$ cat config.mk
export PLATFORM = sky130hd
export DESIGN_NAME = zbuf_rmw_ctrl_flat
export DESIGN_NICKNAME = d
export VERILOG_FILES = /design/src/rtl/zbuf_rmw_ctrl_if.sv /design/src/rtl/zbuf_rmw_ctrl.sv /design/src/flat_wrapper.sv
export SDC_FILE = /design/constraint.sdc
export NUM_CORES = 1
export LEC_CHECK = 0
export CAP_MARGIN = 20
export CORE_AREA = 2 2 113 115
export DETAILED_ROUTE_END_ITERATION = 12
export DIE_AREA = 0 0 115 117
export DONT_BUFFER_PORTS = 1
export PLACE_DENSITY = 0.52
export REMOVE_ABC_BUFFERS = 1
export SLEW_MARGIN = 20
export SYNTH_ARGS = -nofsm -noshare
export SYNTH_HDL_FRONTEND = slang
export SYNTH_SLANG_ARGS = --single-unit
$ cat constraint.sdc
create_clock -name clk -period 7 [get_ports clk]
set_clock_uncertainty 0.2 [all_clocks]
set_input_delay 0.7 -clock clk [delete_from_list [all_inputs] [get_ports clk]]
set_output_delay 0.7 -clock clk [all_outputs]
set_load 0.01 [all_outputs]
$ cat src/rtl/zbuf_rmw_ctrl_if.sv
// Fragment, clear-control and depth-memory signals of the Z-buffer RMW sequencer.
// Pure wiring; no latency of its own.
// frag_valid/frag_ready carry backpressure; the memory side has no stall.
interface zbuf_rmw_ctrl_if #(
  parameter int ADDR_W = 19
);
  logic              frag_valid;
  logic              frag_ready;
  logic [ADDR_W-1:0] frag_addr;
  logic [17:0]       frag_z;
  logic [15:0]       frag_color;

  logic              clear_req;
  logic              clear_busy;
  logic              clear_done;

  logic [ADDR_W-1:0] mem_addr;
  logic              mem_rden;
  logic [17:0]       mem_rdata_z;
  logic              mem_wren;
  logic [17:0]       mem_wdata_z;
  logic [15:0]       mem_wdata_color;

  // Environment side: shader output, clear requester and the depth memory
  modport master (
    output frag_valid, frag_addr, frag_z, frag_color, clear_req, mem_rdata_z,
    input  frag_ready, clear_busy, clear_done,
    input  mem_addr, mem_rden, mem_wren, mem_wdata_z, mem_wdata_color
  );

  // Sequencer side
  modport slave (
    input  frag_valid, frag_addr, frag_z, frag_color, clear_req, mem_rdata_z,
    output frag_ready, clear_busy, clear_done,
    output mem_addr, mem_rden, mem_wren, mem_wdata_z, mem_wdata_color
  );
endinterface

$ cat src/rtl/zbuf_rmw_ctrl.sv
// Depth-buffer read-modify-write sequencer with built-in full-frame clear sweep.
// Latency: read strobe 1 cycle after accept, conditional write RD_LAT cycles later.
// frag_ready drops from accept until the fragment's test cycle completes and during clears.
module zbuf_rmw_ctrl #(
  parameter int ADDR_W     = 19,
  parameter int NUM_PIXELS = 307200,
  parameter int RD_LAT     = 2
) (
  input  logic          clk,
  input  logic          reset,
  zbuf_rmw_ctrl_if.slave bus
);

  localparam int WCW = (RD_LAT > 1) ? $clog2(RD_LAT) : 1;
  localparam logic [ADDR_W-1:0] LAST_PIX = ADDR_W'(NUM_PIXELS - 1);

  typedef enum logic [2:0] {IDLE, READ, WAIT, TEST, CLEAR} state_t;

  state_t            state, stateNxt;
  logic [ADDR_W-1:0] clrCnt, clrCntNxt;
  logic [WCW-1:0]    waitCnt, waitCntNxt;
  logic              clearPend, clearPendNxt;
  logic              clearDone, doneNxt;
  logic              loadFrag;
  logic [ADDR_W-1:0] fragAddrQ;
  logic [17:0]       fragZQ;
  logic [15:0]       fragColorQ;
  logic [ADDR_W-1:0] lastAddr, addrOut;
  logic              fragReady;
  logic              rdEn, wrEn, busy;
  logic [17:0]       wrZ;
  logic [15:0]       wrColor;

  // Team float ordering: sign-magnitude, +0 and -0 compare equal; true iff a > b
  function automatic logic zGreater(input logic [17:0] a, input logic [17:0] b);
    logic res;
    res = 1'b0;
    if (a[16:0] == 17'd0 && b[16:0] == 17'd0) begin
      res = 1'b0;
    end else begin
      case ({a[17], b[17]})
        2'b00:   res = (a[16:0] > b[16:0]);
        2'b11:   res = (a[16:0] < b[16:0]);
        2'b01:   res = 1'b1;
        default: res = 1'b0;
      endcase
    end
    return res;
  endfunction

  // State, counters and the clear-pending flag
  always_ff @(posedge clk or posedge reset) begin
    if (reset) begin
      state     <= IDLE;
      clrCnt    <= '0;
      waitCnt   <= '0;
      clearPend <= 1'b0;
      clearDone <= 1'b0;
      lastAddr  <= '0;
    end else begin
      state     <= stateNxt;
      clrCnt    <= clrCntNxt;
      waitCnt   <= waitCntNxt;
      clearPend <= clearPendNxt;
      clearDone <= doneNxt;
      lastAddr  <= addrOut;
    end
  end

  // Fragment capture on handshake
  always_ff @(posedge clk or posedge reset) begin
    if (reset) begin
      fragAddrQ  <= '0;
      fragZQ     <= '0;
      fragColorQ <= '0;
    end else if (loadFrag) begin
      fragAddrQ  <= bus.frag_addr;
      fragZQ     <= bus.frag_z;
      fragColorQ <= bus.frag_color;
    end
  end

  // Next-state and memory-port decode; mem_addr holds its last value when idle
  always_comb begin
    stateNxt     = state;
    clrCntNxt    = clrCnt;
    waitCntNxt   = waitCnt;
    clearPendNxt = clearPend;
    doneNxt      = 1'b0;
    loadFrag     = 1'b0;
    fragReady    = 1'b0;
    rdEn         = 1'b0;
    wrEn         = 1'b0;
    busy         = 1'b0;
    addrOut      = lastAddr;
    wrZ          = '0;
    wrColor      = '0;
    case (state)
      IDLE: begin
        if (bus.clear_req || clearPend) begin
          stateNxt     = CLEAR;
          clrCntNxt    = '0;
          clearPendNxt = 1'b0;
        end else begin
          fragReady = 1'b1;
          if (bus.frag_valid) begin
            loadFrag = 1'b1;
            stateNxt = READ;
          end
        end
      end
      READ: begin
        rdEn    = 1'b1;
        addrOut = fragAddrQ;
        if (bus.clear_req) clearPendNxt = 1'b1;
        if (RD_LAT == 1) begin
          stateNxt = TEST;
        end else begin
          stateNxt   = WAIT;
          waitCntNxt = WCW'(RD_LAT - 1);
        end
      end
      WAIT: begin
        if (bus.clear_req) clearPendNxt = 1'b1;
        if (waitCnt <= WCW'(1)) begin
          stateNxt = TEST;
        end else begin
          waitCntNxt = waitCnt - WCW'(1);
        end
      end
      TEST: begin
        if (bus.clear_req) clearPendNxt = 1'b1;
        wrEn     = zGreater(fragZQ, bus.mem_rdata_z);
        addrOut  = fragAddrQ;
        wrZ      = fragZQ;
        wrColor  = fragColorQ;
        stateNxt = IDLE;
      end
      CLEAR: begin
        wrEn    = 1'b1;
        busy    = 1'b1;
        addrOut = clrCnt;
        if (clrCnt == LAST_PIX) begin
          stateNxt = IDLE;
          doneNxt  = 1'b1;
        end else begin
          clrCntNxt = clrCnt + ADDR_W'(1);
        end
      end
      default: stateNxt = IDLE;
    endcase
  end

  // Ready is masked during reset so every output reads 0 while it is held
  assign bus.frag_ready      = fragReady & ~reset;
  assign bus.mem_rden        = rdEn;
  assign bus.mem_wren        = wrEn;
  assign bus.mem_addr        = addrOut;
  assign bus.mem_wdata_z     = wrZ;
  assign bus.mem_wdata_color = wrColor;
  assign bus.clear_busy      = busy;
  assign bus.clear_done      = clearDone;

endmodule

$ cat src/flat_wrapper.sv
// flat-port wrapper written by rule: the top's interface ports become plain ports
module zbuf_rmw_ctrl_flat 
#(
  parameter int ADDR_W     = 19,
  parameter int NUM_PIXELS = 307200,
  parameter int RD_LAT     = 2
)
  (clk, reset, bus_frag_valid, bus_frag_addr, bus_frag_z, bus_frag_color, bus_clear_req, bus_mem_rdata_z, bus_frag_ready, bus_clear_busy, bus_clear_done, bus_mem_addr, bus_mem_rden, bus_mem_wren, bus_mem_wdata_z, bus_mem_wdata_color);
  zbuf_rmw_ctrl_if #(.ADDR_W(ADDR_W)) bus_i ();
  input  logic clk;
  input  logic reset;
  input wire logic [$bits(bus_i.frag_valid)-1:0] bus_frag_valid;
  input wire logic [$bits(bus_i.frag_addr)-1:0] bus_frag_addr;
  input wire logic [$bits(bus_i.frag_z)-1:0] bus_frag_z;
  input wire logic [$bits(bus_i.frag_color)-1:0] bus_frag_color;
  input wire logic [$bits(bus_i.clear_req)-1:0] bus_clear_req;
  input wire logic [$bits(bus_i.mem_rdata_z)-1:0] bus_mem_rdata_z;
  output wire logic [$bits(bus_i.frag_ready)-1:0] bus_frag_ready;
  output wire logic [$bits(bus_i.clear_busy)-1:0] bus_clear_busy;
  output wire logic [$bits(bus_i.clear_done)-1:0] bus_clear_done;
  output wire logic [$bits(bus_i.mem_addr)-1:0] bus_mem_addr;
  output wire logic [$bits(bus_i.mem_rden)-1:0] bus_mem_rden;
  output wire logic [$bits(bus_i.mem_wren)-1:0] bus_mem_wren;
  output wire logic [$bits(bus_i.mem_wdata_z)-1:0] bus_mem_wdata_z;
  output wire logic [$bits(bus_i.mem_wdata_color)-1:0] bus_mem_wdata_color;
  assign bus_i.frag_valid = bus_frag_valid;
  assign bus_i.frag_addr = bus_frag_addr;
  assign bus_i.frag_z = bus_frag_z;
  assign bus_i.frag_color = bus_frag_color;
  assign bus_i.clear_req = bus_clear_req;
  assign bus_i.mem_rdata_z = bus_mem_rdata_z;
  assign bus_frag_ready = bus_i.frag_ready;
  assign bus_clear_busy = bus_i.clear_busy;
  assign bus_clear_done = bus_i.clear_done;
  assign bus_mem_addr = bus_i.mem_addr;
  assign bus_mem_rden = bus_i.mem_rden;
  assign bus_mem_wren = bus_i.mem_wren;
  assign bus_mem_wdata_z = bus_i.mem_wdata_z;
  assign bus_mem_wdata_color = bus_i.mem_wdata_color;
  zbuf_rmw_ctrl #(.ADDR_W(ADDR_W), .NUM_PIXELS(NUM_PIXELS), .RD_LAT(RD_LAT)) u_core (.clk(clk), .reset(reset), .bus(bus_i));
endmodule
==> results of run 1 <==
through the flow:
stage	utilization	instances
6_report	0.428	596
5_1_grt	0.428	596
4_1_cts	0.428	596
3_5_place_dp	0.404	579
3_3_place_gp	0.400	577
2_1_floorplan	-	422
power by group:
part	switching (mW)	internal (mW)	total, mW
logic	0.162	0.208	0.370
clock network	0.212	0.277	0.489
registers	0.137	0.750	0.887
worst paths after layout:
path / startpoint / end / slack (ns) / cells after the start
min in group asynchronous: reset / u_core.fragColorQ[0]$_DFFE_PP0P_ / 0.61 / 2
max in group asynchronous: reset / u_core.clrCnt[5]$_DFFE_PP0P_ / 4.75 / 3
worst min-delay path: u_core.fragColorQ[3]$_DFFE_PP0P_ / u_core.fragColorQ[3]$_DFFE_PP0P_ / 0.30 / 1
worst min register to register: u_core.fragColorQ[3]$_DFFE_PP0P_ / u_core.fragColorQ[3]$_DFFE_PP0P_ / 0.30 / 1
worst max register to register: u_core.state[1]$_DFFE_PP0P_ / u_core.fragAddrQ[8]$_DFFE_PP0P_ / 4.13 / 5
worst max-delay path: u_core.state[0]$_DFFE_PP0P_ / bus_mem_addr[5] / 3.26 / 6
cells by family (layout without fill, tap and decap cells):
logic type,after synthesis,after routing,share of synthesized area
multiplexers,54,54,0.127
flip-flops,96,96,0.503
adder cells (fa/ha/maj),18,18,0.0472
AND/OR/NAND/NOR,171,171,0.194
XOR/XNOR,15,15,0.0275
AO/OA/AOI/OAI,43,43,0.0629
buffers and inverters,48,49,0.0380
timing repair:
item                      4_1_cts  5_1_grt
hold endpoints to repair       24        0
gates resized for setup         0        0
hold buffers                    1        0
area by class of cell:
cell class | count | share of cell area
well taps | 150 | 0.0356
multi-input cells | 301 | 0.418
clock inverters | 5 | 0.0107
flip-flops and latches | 96 | 0.456
repair buffers | 8 | 0.0171
inverters | 25 | 0.0183
clock buffers | 11 | 0.0441
cells in the final DEF, fill, tap and decap left out, drive strengths merged, types with 2 or more instances in the layout:
| cell type | instances |
|---|---|
| mux2 | 53 |
| o21ai | 5 |
| nand4 | 8 |
| nor2b | 4 |
| a21oi | 7 |
| and3 | 36 |
| nor4 | 17 |
| a31oi | 2 |
| nand2 | 52 |
| a22oi | 19 |
| nand3 | 10 |
| ha | 18 |
| or2 | 2 |
| nor4b | 3 |
| dfrtp | 96 |
| and4 | 2 |
| or4 | 2 |
| nor3 | 5 |
| nor2 | 24 |
| xnor2 | 14 |
| buf | 7 |
| inv | 26 |
| a21o | 2 |
| clkinv | 2 |
| clkbuf | 11 |
| nand2b | 2 |
critical path: cells and delay by family (launching register included):
family	cells	cell delay, ns
buffers and inverters	1	0.50
DFF	1	0.42
and+or+nand+nor	5	1.56
sequential cells by signal, indices dropped and copies added (netlist names):
register,flops
u_core.state,3
u_core.bus.clear_done,1
u_core.lastAddr,19
u_core.fragColorQ,16
u_core.fragZQ,18
u_core.clrCnt,19
u_core.clearPend,1
u_core.fragAddrQ,19
metal layers:
metal,vias up,global-route usage
li1,1572,-
met1,1663,0.237
met2,84,0.249
met3,17,0.0494
met4,0,0.0570
met5,-,0
==> impl_metrics.ini, run 1 <==
[outcome]
run_status = finished, final reports clean

[sta]
tightest_slew_ns = 1.05
finalWorstPathRequiredPeriod_ns = 3.74
timing.fmax_mhz = 267
setup_viol = 0
fin_hold_ws_ns = 0.299
fin_crit_sh = 0.535
slew_violations = 0
fin_ws_ns = 3.26
grt_setup_unrepaired = false
maxSlewHeadroom = 0.298
hold_viol = 0
setup_tns_ns = 0

[hold_path]
hp-class = reg2reg

[drt]
antenna_left = 0
met1Wirelength_um = 5190
vias_per_cell = 5.60
routedWlPerCell_um = 18.4
topRoutingLayerUsed = met4
met2_length_um = 4980
vias = 3336
drt_iter0_drc = 170
wl_met3_um = 607
drc = 0
wirelength_um = 11000
drt-pass1-iter-count = 4

[worst_setup_path]
slowest_delay_ns = 0.94
start_kind = register
end_kind = output pin
path_class = reg2out
cp_max_fo = 24
crit_slowest_cell = nor2_2
cp_cell_sequence = nor2_1 > nand2_1 > inv_1 > nor2_2 > nand2_1 > nand2_1
crit_required_ns = 6.10
crit_arrival_ns = 2.84
cp_common_cell = nand2_1

[logic_synthesis]
netlist_area_um2 = 4770
synth_most_common_cell = dfrtp_1
ys.flop_type = dfrtp_1
ys_async_sr_fraction = 1.00
synth_cells = 445
synth_area_leaders = dfrtp_1 50%, mux2_2 13%, and3_1 4.7%
synth_common_cells = 96 x dfrtp_1, 53 x mux2_2, 52 x nand2_1
yosys.area.top_type_share = 0.503
avgSynthCellArea_um2 = 10.7
yosys_warnings = 0
yosysTopAreaCell = dfrtp_1
synth-edff-count = 0
synth-seq-cells = 96
ys_types = 44
synth-seq-area-share = 0.503

[power]
p_total_mw = 1.75
ir_drop_v = 0.000164
powerDensity_nw_per_um2 = 331
p_leak_nw = 2.61

[place]
port_buffers = 0
pre_cts_slack_ns = 3.40
globalplace.congestion = 0.790
dpl.hpwl_um = 7720
place_area_um2 = 4970

[global_routing]
grt_pass1_wl_um = 17700
grt_usage = 0.168
grt_start_max_net_pins = 73
grt-ovfl-total = 0
antenna_found_initial = 0
grt_pass1_vias = 3402

[die]
num_rows = 41
pin_count = 133
die_y_um = 117
die-area_um2 = 13500
start_util = 0.388
design.core.area_um2 = 12300
die_w_um = 115

[clocking]
cts_tree = done
clock_latency_ns = 0.35
cts.repair_timing.setup_buffer_count = 0
cts_buffers = 9
cts-root-buf = clkbuf_16
cts_max_path_buffers = 2
ctsHtreeMaxLevel = 3
clkTransAtPathRegs_ns = 0.07
cts.sinks = 96

[final_layout]
nets = 534
drive_gt1_frac = 0.193
ff_latch_area_um2 = 2400
area_delta_synth_final_pct = 10.5
multi_input_area_um2 = 2210
diodes = 0
nFillCells = 1209
stdcell_area_um2 = 5270

[job]
maxCapViolCount = 0
Power figures use the tool's default switching activity.
==> run 2, diff against run 1 <==
clock period = 3.6 ns   (was 7 ns; I/O delays follow)
==> impl_metrics.ini, run 2 (synthesized netlist as in run 1, its figures left out) <==
[die]
design.core.area_um2 = 12300
die_w_um = 115
num_rows = 41
start_util = 0.388
pin_count = 133
die-area_um2 = 13500
die_y_um = 117

[worst_setup_path]
crit_end = bus_mem_wren
crit_start = u_core.fragZQ[2]$_DFFE_PP0P_
end_kind = output pin
cp_max_fo = 4
path_class = reg2out
start_kind = register
crit_arrival_ns = 2.76
r2r-start = u_core.state[1]$_DFFE_PP0P_
reg2reg_to = u_core.fragColorQ[6]$_DFFE_PP0P_
rrSetupSlack_ns = 0.87
crit_required_ns = 3.04
reg2reg_depth = 4

[final_layout]
reg_top3 = u_core.clrCnt: 19 flops, u_core.fragAddrQ: 19 flops, u_core.lastAddr: 19 flops
final_cell_mix = 96 x dfrtp_1, 56 x dlygate4sd3_1, 53 x mux2_2
fin_util = 0.474
nets = 591
final_cells = 653
multi_input_area_um2 = 2200
nFillCells = 1158
layout_commonest_cell = dfrtp_1
area_delta_synth_final_pct = 22.2
diodes = 0
ff_latch_area_um2 = 2400
drive_gt1_frac = 0.175
stdcell_area_um2 = 5830

[clocking]
cts_tree = done
cts_repair_resize_count = 0
postCtsHoldBufs = 56
clkTransAtPathRegs_ns = 0.07
cts.sinks = 96
cts-root-buf = clkbuf_16
clock_latency_ns = 0.34
cts.repair_timing.setup_buffer_count = 0
cts_buffers = 9
cts_max_path_buffers = 2
ctsHtreeMaxLevel = 3

[drt]
drt_iter0_drc = 177
drt-pass1-iter-count = 4
vias_per_cell = 5.42
drc = 0
vias = 3538
antenna_left = 0
routedWlPerCell_um = 17.5
wirelength_um = 11400

[outcome]
run_status = finished, final reports clean

[sta]
grt_setup_unrepaired = false
hold_viol = 0
maxSlewHeadroom = 0.509
fin_hold_ws_ns = 0.104
setup_tns_ns = 0
timing.fmax_mhz = 301
finalWorstPathRequiredPeriod_ns = 3.32
tightest_slew_ns = 0.734
fin_ws_ns = 0.277
fin_crit_sh = 0.923
setup_viol = 0
slew_violations = 0

[power]
p_total_mw = 3.49
ir_drop_v = 0.000297
intPower_mw = 2.46
p_comb_frac = 0.224
p_leak_nw = 2.86
powerDensity_nw_per_um2 = 599
p_sw_mw = 1.03
switching_share = 0.294
clkPwrFrac = 0.282
pwr-share-seq = 0.493

[global_routing]
grt_util_met3 = 0.0340
use_met1 = 0.234
grt_use_met2 = 0.274
antenna_found_initial = 0
grt_pass1_vias = 3653
grt-ovfl-total = 0
busiest_layer = met2
grt_usage = 0.173
grt_start_max_net_pins = 55
grt_pass1_wl_um = 18100

[place]
globalplace.congestion = 0.835
place_inst = 581
place_area_um2 = 4970
port_buffers = 0
pre_cts_slack_ns = 0.672
dpl.hpwl_um = 7830

[hold_path]
whs_path_depth = 3
hp-start = bus_clear_req
hp-class = in2reg

[job]
maxCapViolCount = 0
-- run 2: power groups by stage --
stage          clock network (mW)  registers [mW]  logic, mW
2_1_floorplan                   0            1.65      0.617
3_3_place_gp                    0            1.72      0.709
3_5_place_dp                    0            1.74      0.735
4_1_cts                      1.02            1.72      0.788
5_1_grt                      1.06            1.77      0.890
6_report                    0.986            1.72      0.783
-- run 2: area by class of cell --
| class | instances | area share |
|---|---|---|
| clock buffers | 10 | 0.0410 |
| well taps | 150 | 0.0322 |
| multi-input cells | 301 | 0.377 |
| inverters | 25 | 0.0165 |
| flip-flops and latches | 96 | 0.412 |
| repair buffers | 65 | 0.110 |
| clock inverters | 6 | 0.0112 |
-- run 2: how the worst min path moves through the flow --
stage | end | slack (ns)
5_1_grt | u_core.state[0]$_DFFE_PP0P_ | 0.11
3_3_place_gp | u_core.state[0]$_DFFE_PP0P_ | 0.19
3_5_place_dp | u_core.state[0]$_DFFE_PP0P_ | 0.19
4_1_cts | u_core.state[0]$_DFFE_PP0P_ | 0.08
2_1_floorplan | u_core.fragColorQ[10]$_DFFE_PP0P_ | 0.27
6_report | u_core.state[0]$_DFFE_PP0P_ | 0.10
-- run 2: per-layer routing --
| layer | vias up | wire length, µm | part of all wire |
|---|---|---|---|
| li1 | 1687 | - | - |
| met1 | 1757 | 5320 | 0.47 |
| met2 | 81 | 5370 | 0.47 |
| met3 | 13 | 511 | 0.045 |
| met4 | 0 | 210 | 0.018 |
| met5 | - | 0 | 0 |
-- run 2: critical path, stage by stage, from the launching register on --
cell	delay, ns
dfrtp_1	0.41
ha_1	0.30
a21oi_1	0.13
o21ai_0	0.09
a2111o_1	0.43
a2111oi_0	0.59
a2bb2oi_1	0.22
o31a_1	0.23
==> run 3, diff against run 2 <==
CAP_MARGIN = default   (was 20)
==> results of run 3 <==
No change in the layout: final DEF, timing and power equal those of run 2.
